===== src/rtl/oled_seq_pkg.sv =====
// oled_seq_pkg: shared definitions for the PMOD OLED power sequencer.
//   state_t         sequencer states
//   INIT_A / INIT_B power-up command bytes, sent before and after VBAT is enabled
//   SHUT            power-down command byte
//   FAST_DELAY      length of every delay state when OLED_SEQ_FAST_SIM_EN is defined
//   rom_byte/rom_last/is_rom  helpers that select the command table for a state
package oled_seq_pkg;

  typedef enum logic [3:0] {
    ST_OFF       = 4'd0,
    ST_VDD_WAIT  = 4'd1,
    ST_RES_LOW   = 4'd2,
    ST_RES_HOLD  = 4'd3,
    ST_CMD_A     = 4'd4,
    ST_VBAT_WAIT = 4'd5,
    ST_CMD_B     = 4'd6,
    ST_READY     = 4'd7,
    ST_SHUT_CMD  = 4'd8,
    ST_SHUT_VBAT = 4'd9
  } state_t;

  localparam int INIT_A_LEN = 5;
  localparam int INIT_B_LEN = 5;
  localparam int SHUT_LEN   = 1;

  localparam logic [7:0] INIT_A [INIT_A_LEN] = '{8'hAE, 8'h8D, 8'h14, 8'hD9, 8'hF1};
  localparam logic [7:0] INIT_B [INIT_B_LEN] = '{8'hA1, 8'hC8, 8'hDA, 8'h20, 8'hAF};
  localparam logic [7:0] SHUT   [SHUT_LEN]   = '{8'hAE};

  localparam int FAST_DELAY = 16;

  function automatic logic is_rom(input state_t st);
    is_rom = (st == ST_CMD_A) || (st == ST_CMD_B) || (st == ST_SHUT_CMD);
  endfunction

  function automatic logic [7:0] rom_byte(input state_t st, input logic [2:0] idx);
    logic [7:0] b;
    case (st)
      ST_CMD_A: b = INIT_A[idx];
      ST_CMD_B: b = INIT_B[idx];
      default:  b = SHUT[0];
    endcase
    rom_byte = b;
  endfunction

  function automatic logic rom_last(input state_t st, input logic [2:0] idx);
    logic l;
    case (st)
      ST_CMD_A: l = (idx == 3'(INIT_A_LEN - 1));
      ST_CMD_B: l = (idx == 3'(INIT_B_LEN - 1));
      default:  l = (idx == 3'(SHUT_LEN - 1));
    endcase
    rom_last = l;
  endfunction

endpackage


===== src/rtl/oled_power_sequencer_if.sv =====
// oled_power_sequencer_if: byte streams around the sequencer.
//   host_valid/host_data/host_dc/host_ready  byte stream from the UART command decoder
//   spi_valid/spi_data/spi_ready             byte stream into the SPI shifter
// Modports: slave = the sequencer, master = the surrounding logic (decoder + shifter).
interface oled_power_sequencer_if;
  logic       host_valid;
  logic [7:0] host_data;
  logic       host_dc;
  logic       host_ready;
  logic       spi_valid;
  logic [7:0] spi_data;
  logic       spi_ready;

  modport slave (
    input  host_valid, host_data, host_dc, spi_ready,
    output host_ready, spi_valid, spi_data
  );

  modport master (
    output host_valid, host_data, host_dc, spi_ready,
    input  host_ready, spi_valid, spi_data
  );
endinterface


===== src/rtl/oled_delay_timer.sv =====
// oled_delay_timer: loadable down-counter for the sequencer delay states.
//   clk, rst_n   clock, asynchronous active-low reset
//   load         load load_val this cycle (takes priority over counting)
//   load_val     cycles remaining minus one
//   done         high while the count is zero
module oled_delay_timer #(
  parameter int W = 21
) (
  input  logic         clk,
  input  logic         rst_n,
  input  logic         load,
  input  logic [W-1:0] load_val,
  output logic         done
);

  logic [W-1:0] cnt;

  always_ff @(posedge clk or negedge rst_n) begin
    if (!rst_n)           cnt <= '0;
    else if (load)        cnt <= load_val;
    else if (cnt != '0)   cnt <= cnt - W'(1);
  end

  assign done = (cnt == '0);

endmodule


===== src/rtl/oled_power_sequencer.sv =====
// oled_power_sequencer: PMOD OLED power-up / power-down sequencer.
//   clk, resetq       clock, asynchronous active-low reset
//   start, shutdown   single-cycle requests (shutdown wins when both arrive)
//   bus (slave)       host byte stream in, SPI shifter byte stream out
//   PMOD_CS/DC/RES/VBATC/VDDC  panel control pins (CS, RES, VBATC, VDDC active-low)
//   panel_on          high only while host traffic is passed to the shifter
// Build option: OLED_SEQ_FAST_SIM_EN makes every delay state last FAST_DELAY cycles.
module oled_power_sequencer
  import oled_seq_pkg::*;
#(
  parameter int MHZ       = 12,
  parameter int T_VDD_US  = 1000,
  parameter int T_RES_US  = 3,
  parameter int T_VBAT_MS = 100
) (
  input  logic                        clk,
  input  logic                        resetq,
  input  logic                        start,
  input  logic                        shutdown,
  oled_power_sequencer_if.slave       bus,
  output logic                        PMOD_CS,
  output logic                        PMOD_DC,
  output logic                        PMOD_RES,
  output logic                        PMOD_VBATC,
  output logic                        PMOD_VDDC,
  output logic                        panel_on
);

  localparam int TMR_W = $clog2(T_VBAT_MS * MHZ * 1000 + 1);

`ifdef OLED_SEQ_FAST_SIM_EN
  localparam int D_VDD  = FAST_DELAY;
  localparam int D_RES  = FAST_DELAY;
  localparam int D_VBAT = FAST_DELAY;
`else
  localparam int D_VDD  = T_VDD_US * MHZ;
  localparam int D_RES  = T_RES_US * MHZ;
  localparam int D_VBAT = T_VBAT_MS * MHZ * 1000;
`endif

  // The timer is loaded on the entry edge, so a state lasting N cycles loads N-1.
  localparam logic [TMR_W-1:0] LD_VDD  = TMR_W'(D_VDD - 1);
  localparam logic [TMR_W-1:0] LD_RES  = TMR_W'(D_RES - 1);
  localparam logic [TMR_W-1:0] LD_VBAT = TMR_W'(D_VBAT - 1);

  state_t             state, state_d;
  logic [2:0]         idx;
  logic               gap;
  logic               shut_pend;
  logic               tmr_load, tmr_done;
  logic [TMR_W-1:0]   tmr_val;
  logic               rom_valid, spi_valid_c, xfer, busy, req, early, late;

  oled_delay_timer #(.W(TMR_W)) u_timer (
    .clk      (clk),
    .rst_n    (resetq),
    .load     (tmr_load),
    .load_val (tmr_val),
    .done     (tmr_done)
  );

  // Byte source: ROM while sequencing, host pass-through once READY.
  // gap forces one idle cycle after each ROM transfer so the shifter can go busy.
  assign rom_valid      = is_rom(state) && !gap;
  assign spi_valid_c    = (state == ST_READY) ? bus.host_valid : rom_valid;
  assign bus.spi_valid  = spi_valid_c;
  assign bus.spi_data   = (state == ST_READY) ? bus.host_data : rom_byte(state, idx);
  assign bus.host_ready = (state == ST_READY) && bus.spi_ready;
  assign panel_on       = (state == ST_READY);

  assign xfer  = spi_valid_c && bus.spi_ready;
  // An offered byte that has not transferred yet must finish before shutting down.
  assign busy  = spi_valid_c && !bus.spi_ready;
  assign req   = shutdown || shut_pend;
  assign early = (state == ST_VDD_WAIT) || (state == ST_RES_LOW) ||
                 (state == ST_RES_HOLD) || (state == ST_CMD_A);
  assign late  = (state == ST_VBAT_WAIT) || (state == ST_CMD_B) || (state == ST_READY);

  always_comb begin
    state_d = state;
    if (early && req && !busy) begin
      state_d = ST_OFF;         // VBAT never came on, so drop straight to OFF
    end else if (late && req && !busy) begin
      state_d = ST_SHUT_CMD;
    end else begin
      case (state)
        ST_OFF:       if (start && !shutdown)               state_d = ST_VDD_WAIT;
        ST_VDD_WAIT:  if (tmr_done)                         state_d = ST_RES_LOW;
        ST_RES_LOW:   if (tmr_done)                         state_d = ST_RES_HOLD;
        ST_RES_HOLD:  if (tmr_done)                         state_d = ST_CMD_A;
        ST_CMD_A:     if (xfer && rom_last(state, idx))     state_d = ST_VBAT_WAIT;
        ST_VBAT_WAIT: if (tmr_done)                         state_d = ST_CMD_B;
        ST_CMD_B:     if (xfer && rom_last(state, idx))     state_d = ST_READY;
        ST_SHUT_CMD:  if (xfer && rom_last(state, idx))     state_d = ST_SHUT_VBAT;
        ST_SHUT_VBAT: if (tmr_done)                         state_d = ST_OFF;
        default:                                            state_d = state;
      endcase
    end
  end

  always_comb begin
    tmr_load = (state_d != state);
    case (state_d)
      ST_VDD_WAIT:                tmr_val = LD_VDD;
      ST_RES_LOW, ST_RES_HOLD:    tmr_val = LD_RES;
      ST_VBAT_WAIT, ST_SHUT_VBAT: tmr_val = LD_VBAT;
      default:                    tmr_val = '0;
    endcase
  end

  // Pins are registered from the next state so they switch on the entry edge.
  always_ff @(posedge clk or negedge resetq) begin
    if (!resetq) begin
      state      <= ST_OFF;
      idx        <= '0;
      gap        <= 1'b0;
      shut_pend  <= 1'b0;
      PMOD_CS    <= 1'b1;
      PMOD_DC    <= 1'b0;
      PMOD_RES   <= 1'b1;
      PMOD_VBATC <= 1'b1;
      PMOD_VDDC  <= 1'b1;
    end else begin
      state     <= state_d;
      shut_pend <= (early || late) && req && busy;
      if (state_d != state) begin
        idx <= '0;
        gap <= 1'b0;
      end else if (xfer && is_rom(state)) begin
        idx <= idx + 3'd1;
        gap <= 1'b1;
      end else begin
        gap <= 1'b0;
      end
      // DC follows the byte that starts shifting, so it only moves at a transfer.
      if (xfer) PMOD_DC <= (state == ST_READY) ? bus.host_dc : 1'b0;
      PMOD_VDDC  <= (state_d == ST_OFF);
      PMOD_CS    <= (state_d == ST_OFF);
      PMOD_RES   <= (state_d != ST_RES_LOW);
      PMOD_VBATC <= !((state_d == ST_VBAT_WAIT) || (state_d == ST_CMD_B) ||
                      (state_d == ST_READY)     || (state_d == ST_SHUT_CMD));
    end
  end

endmodule


===== src/flat_wrapper.sv =====
// flat-port wrapper written by rule: the top's interface ports become plain ports
module oled_power_sequencer_flat import oled_seq_pkg::*;
#(
  parameter int MHZ       = 12,
  parameter int T_VDD_US  = 1000,
  parameter int T_RES_US  = 3,
  parameter int T_VBAT_MS = 100
)
  (clk, resetq, start, shutdown, PMOD_CS, PMOD_DC, PMOD_RES, PMOD_VBATC, PMOD_VDDC, panel_on, bus_host_valid, bus_host_data, bus_host_dc, bus_spi_ready, bus_host_ready, bus_spi_valid, bus_spi_data);
  oled_power_sequencer_if bus_i ();
  input  logic clk;
  input  logic resetq;
  input  logic start;
  input  logic shutdown;
  output logic PMOD_CS;
  output logic PMOD_DC;
  output logic PMOD_RES;
  output logic PMOD_VBATC;
  output logic PMOD_VDDC;
  output logic panel_on;
  input wire logic [$bits(bus_i.host_valid)-1:0] bus_host_valid;
  input wire logic [$bits(bus_i.host_data)-1:0] bus_host_data;
  input wire logic [$bits(bus_i.host_dc)-1:0] bus_host_dc;
  input wire logic [$bits(bus_i.spi_ready)-1:0] bus_spi_ready;
  output wire logic [$bits(bus_i.host_ready)-1:0] bus_host_ready;
  output wire logic [$bits(bus_i.spi_valid)-1:0] bus_spi_valid;
  output wire logic [$bits(bus_i.spi_data)-1:0] bus_spi_data;
  assign bus_i.host_valid = bus_host_valid;
  assign bus_i.host_data = bus_host_data;
  assign bus_i.host_dc = bus_host_dc;
  assign bus_i.spi_ready = bus_spi_ready;
  assign bus_host_ready = bus_i.host_ready;
  assign bus_spi_valid = bus_i.spi_valid;
  assign bus_spi_data = bus_i.spi_data;
  oled_power_sequencer #(.MHZ(MHZ), .T_VDD_US(T_VDD_US), .T_RES_US(T_RES_US), .T_VBAT_MS(T_VBAT_MS)) u_core (.clk(clk), .resetq(resetq), .start(start), .shutdown(shutdown), .bus(bus_i), .PMOD_CS(PMOD_CS), .PMOD_DC(PMOD_DC), .PMOD_RES(PMOD_RES), .PMOD_VBATC(PMOD_VBATC), .PMOD_VDDC(PMOD_VDDC), .panel_on(panel_on));
endmodule

===== config.mk =====
export PLATFORM = sky130hd
export DESIGN_NAME = oled_power_sequencer_flat
export DESIGN_NICKNAME = d
export VERILOG_FILES = /design/src/rtl/oled_seq_pkg.sv /design/src/rtl/oled_power_sequencer_if.sv /design/src/rtl/oled_delay_timer.sv /design/src/rtl/oled_power_sequencer.sv /design/src/flat_wrapper.sv
export SDC_FILE = /design/constraint.sdc
export NUM_CORES = 1
export LEC_CHECK = 0
export CAP_MARGIN = 10
export CORE_MARGIN = 2
export CORE_UTILIZATION = 60
export DETAILED_ROUTE_END_ITERATION = 7
export GPL_ROUTABILITY_DRIVEN = 0
export PLACE_DENSITY = 0.95
export SYNTH_ARGS = -nofsm -noshare
export SYNTH_HDL_FRONTEND = slang
export SYNTH_SLANG_ARGS = --single-unit

===== constraint.sdc =====
create_clock -name clk -period 6.1 [get_ports clk]
set_clock_uncertainty 0.1 [all_clocks]
set_input_delay 1.22 -clock clk [delete_from_list [all_inputs] [get_ports clk]]
set_output_delay 1.22 -clock clk [all_outputs]
set_load 0.02 [all_outputs]

* Word level (Yosys, flattened, before mapping)
Memories as Yosys holds them, arrays and structs flattened. Index checks and enable logic that the tools add are counted.
Storage, ports and cells: register bits 34, bits in read-only memories 128, input port bits 15, output and inout bits 16, word-level logic and storage cells 114, memories kept 2
Memories:
- (no name shown) | words 8, bits a word 8, read ports 1, clocked after Yosys merged registers in 0, write ports 0, RTL line oled_seq_pkg.sv:39 | ST_CMD_A: b = INIT_A[idx];
- (no name shown) | words 8, bits a word 8, read ports 1, clocked after Yosys merged registers in 0, write ports 0, RTL line oled_seq_pkg.sv:40 | ST_CMD_B: b = INIT_B[idx];
Operators by class: add/sub/neg operators 2, $lt $le $gt $ge 1, equal/unequal tests 20, muxes and demuxes 37, bitwise logic cells 1, reduce and logical (&&, ||, !) cells 42
Operator list (count):
- $pmux 21 s3 | 1
- $mux 4 | 11
- $mux 21 | 2
- $mux 8 | 5
- $pmux 4 s9 | 1
- $eq 4x3->1 const B | 7
- $logic_not 21->1 | 1
- $reduce_bool 21->1 | 1
- $sub 21x1->21 const B | 1
- $eq 4x2->1 const B | 4
- $eq 4x4->1 const B | 4
- $pmux 8 s2 | 1
- $logic_and 1x1->1 | 15
- $mux 1 | 14
- $logic_or 1x1->1 | 12
- $eq 4x1->1 const B | 2
- $logic_not 4->1 | 2
- $mux 3 | 2
- $reduce_or 2->1 | 3
- $logic_not 1->1 | 5
- $ge 4x4->1 const B | 1
- $ne 4x2->1 const B | 1
- $ne 4x4->1 | 1
- $not 3->4 | 1
- 4 further kinds | 5

* Depth between registers and ports, before layout
depth in word-level cells 20, mapped depth 11, depth with buffers taken out 9

* Hierarchy
Synthesis repeated with hierarchy kept, for this count alone.
Second synthesis, totals: cells, all modules 281, area, all modules 2496.1 um^2
By module, submodules not included:
- oled_delay_timer | times used 1, cells an instance 129, area an instance 1297.5 um^2, sequential area each 525.5 um^2
- oled_power_sequencer | times used 1, cells an instance 152, area an instance 1198.6 um^2, sequential area each 329.1 um^2

* Least setup slack after synthesis
No wires, ideal clock.
path kind input to output, start in bus_host_valid, end out bus_spi_valid, arrival time 1.934 ns, data required time 4.780 ns, setup slack 2.846 ns, cell stages on the path 3, buffers on the path 0, path through and3_1 o21ai_0 o32ai_1
Between the ends: longest elaborated chain between the ends 1
RTL lines:
- from (decl) | RTL line flat_wrapper.sv:21 | input wire logic [$bits(bus_i.host_valid)-1:0] bus_host_valid;
- $mux 1 | RTL line oled_power_sequencer.sv:65 | assign spi_valid_c = (state == ST_READY) ? bus.host_valid : rom_valid;
- to (decl) | RTL line flat_wrapper.sv:26 | output wire logic [$bits(bus_i.spi_valid)-1:0] bus_spi_valid;
Every way passes these cells.

* Final worst setup path
Same ends and word-level chain as after synthesis.

==> impl_metrics.csv <==
group,metric,value,unit
status,status,"finished, final reports clean",
power,power_density,411,nW/um^2
routing,vias,2308,
power,p_int,0.645,mW
timing,relSlewSlack,50.8,%
timing,worst_slew_pin_slew,0.738,ns
timing,setup_viol,0,
floorplanning,ios,31,
final_layout,nets,333,
synthesis,ys_seq_area_share,34.4,%
global_route,grt_max_degree,35,
final_layout,drive_above_1_share,9.62,%
setup_path,cp_num_buf_inv,2,
power,seqPwrFrac,35.0,%
floorplanning,dieWidth,68.3,um
synthesis,synth_nets,312,
clocking,htreeDepth,2,
setup_path,end_kind,"output pin",
timing,hold_viol_final,0,
setup_path,worst-path-stages,5,
power,swShare,44.7,%
setup_path,path_max_fanout,4,
synthesis,async_flop_share,100,%
global_route,grt_first_pass_wirelength,9720,um
routing,drc_errors,0,
synthesis,synth_edf_count,0,
setup_path,critical_path_class,"in -> out",
clocking,clk_path_buf_depth,2,
routing,drt-vias-per-instance,6.38,
hold_path,min_path_type,"reg -> reg",
power,p_leak,1.21,nW
setup_path,crit_required,4.78,ns
floorplanning,die_h,68.3,um
synthesis,syn_area_per_cell,8.56,sq um
clocking,hold_buffers,0,
power,power,1.17,mW
global_route,grt_pass1_vias,2082,
clocking,clk_pin_slew,0.06,ns
clocking,root_buffer,"clkbuf_8",
setup_path,cpPeakStageDelay,0.73,ns
routing,postRouteAntennaNets,0,
floorplanning,fp-row-count,23,
timing,fin_crit,4.43,ns
global_route,antenna_found_initial,0,
clocking,cts_tree,"built",
setup_path,worstPathArrival,3.11,ns
synthesis,syn_inst,290,
floorplanning,fp.dieArea,4670,sq um
synthesis,ys.flop_type,"dfrtp_1",
setup_path,crit_start,"bus_host_valid",
place,portBuffers,30,
routing,drt-pass1-iter-count,5,
routing,drt_wl_total,5770,um
synthesis,ys_types,70,
final_layout,antenna_cells,0,
setup_path,r2r_start,"u_core.state[0]",
power,ir_drop,278,uV
synthesis,synth.area.top_cells,"dfrtp_1 (31%), nor2_1 (5.3%), nand2_1 (3.9%), a21oi_1 (3.8%), ha_1 (3.5%)",
synthesis,synth_top_area_cell,"dfrtp_1",
global_route,grt_use_total,27.5,%
synthesis,synth_seq_cells,34,
routing,dr.first_iter.drc_count,202,
clocking,cts_buffers,5,
clocking,clkLatencyLatePin,0.28,ns
synthesis,synth_common_cells,"nor2_1 (35), dfrtp_1 (31), nand2_1 (26), a21oi_1 (19), nor3_1 (15)",
power,p_sw,0.521,mW
run,cap_violations,0,
power,p_clk_share,14.5,%
place,hpwl,4210,um
setup_path,critPathSlowestCell,"clkdlybuf4s50_1",
timing,whs,0.385,ns
timing,fmax,226,MHz
final_layout,area_delta_synth_final,14.3,%
synthesis,synth_most_common_cell,"nor2_1",
hold_path,hold_depth,2,
clocking,clock-sinks,34,
floorplanning,start_util,62.0,%
routing,routedWlPerCell,15.9,um
timing,rsz0062_at_grt,"false",
floorplanning,core_area,4000,sq um
timing,finalCritPeriodShare,72.5,%
power,pwr-share-comb,50.6,%
synthesis,synth_top_area_share,31.3,%
timing,slew_violations,0,
global_route,grt_remaining_overflow,0,
setup_path,r2r_end,"u_core.u_timer.cnt[14]",
clocking,postCtsSetupRepairBufs,0,
setup_path,worst_setup_path_start_kind,"primary input",
clocking,post_cts_resized,0,
synthesis,syn_area,2480,sq um
setup_path,crit_top_cell,"clkdlybuf4s50_1",
timing,tns,0,ns
setup_path,endpoint,"bus_spi_valid",
setup_path,cpLargestDelayFamily,"buffers and inverters",
setup_path,rrSetupSlack,2.66,ns
synthesis,ys_warn_count,0,
setup_path,crit_path_cell_trace,"clkdlybuf4s50_1, and3_1, o21ai_0, o32ai_1, clkdlybuf4s50_1",
setup_path,reg2reg_depth,7,
[tightest hold or removal path, cell delays in order (launching register included)]
cell and delay [ns]:
dfrtp_1 0.35, nand2_1 0.05, nand2_1 0.05
[power by group through the flow]
stage / Clock [mW] / Sequential [mW] / Combinational (mW)
2_1_floorplan: 0 / 0.375 / 0.507
3_3_place_gp: 0 / 0.404 / 0.557
3_5_place_dp: 0 / 0.408 / 0.578
4_1_cts: 0.172 / 0.404 / 0.583
5_1_grt: 0.181 / 0.417 / 0.650
6_report: 0.169 / 0.408 / 0.590
[stage by stage]
stage / worst slack, ns / util (%) / std cells / area, sq um
after floorplan: 2.85 / - / 290 / 2480
after global placement: 1.76 / 68.6 / 354 / 2750
after detailed placement: 1.70 / 68.6 / 354 / 2750
after CTS: 1.69 / 70.9 / 362 / 2840
after global routing: 1.58 / 70.9 / 362 / 2840
final: 1.67 / 70.9 / 362 / 2840
[layout make-up]
type                       count  area [sq um]
clock buffer                   7          86.3
clock inverter                 1          5.00
fill                         295          1160
inverter                      13          48.8
multi-input combinational    226          1470
sequential                    34           855
tap                           50          62.6
timing repair buffer          31           308
[logic make-up (layout without fill, tap and decap cells)]
kind of cell / count (synthesis) / after routing / synth area share, %
simple gates: 122 / 122 / 26.8
compound gates: 75 / 75 / 21.0
flops: 34 / 34 / 34.4
buf+inv: 30 / 52 / 6.25
xor+xnor: 18 / 18 / 6.35
fa+ha+maj: 8 / 8 / 3.93
mux: 3 / 3 / 1.26
[worst min path at each step]
| stage | startpoint | to |
|---|---|---|
| floorplan | u_core.u_timer.cnt[20] | u_core.u_timer.cnt[20] |
| global placement | u_core.PMOD_DC | u_core.PMOD_DC |
| finish | u_core.PMOD_DC | u_core.PMOD_DC |
| global route | u_core.PMOD_DC | u_core.PMOD_DC |
| detailed placement | u_core.PMOD_DC | u_core.PMOD_DC |
| CTS | u_core.PMOD_DC | u_core.PMOD_DC |
[registers in the layout, summed over array words and instances (netlist names)]
name / count
u_core.u_timer.cnt: 21
u_core.state: 4
u_core.idx: 3
u_core.PMOD_CS: 1
u_core.PMOD_DC: 1
u_core.PMOD_RES: 1
u_core.PMOD_VBATC: 1
u_core.gap: 1
u_core.shut_pend: 1
[per-layer routing]
layer / wire length, um / vias up / track usage [%]
li1: - / 1094 / -
met1: 2560 / 1114 / 37.3
met2: 2810 / 93 / 44.7
met3: 321 / 7 / 5.43
met4: 68 / 0 / 7.50
met5: 0 / - / 0
[cells in the final DEF (no fill, tap or decap), drive strengths merged, types with 7 or more instances in the layout]
cell type	instances
xnor2	10
clkbuf	7
a21oi	20
nor3	16
a31oi	10
dfrtp	31
nand2	28
ha	7
nor4	9
nor2	36
clkdlybuf4s50	30
o21ai	17
inv	13
xor2	8
No activity file was read; power rests on OpenSTA's default activity.
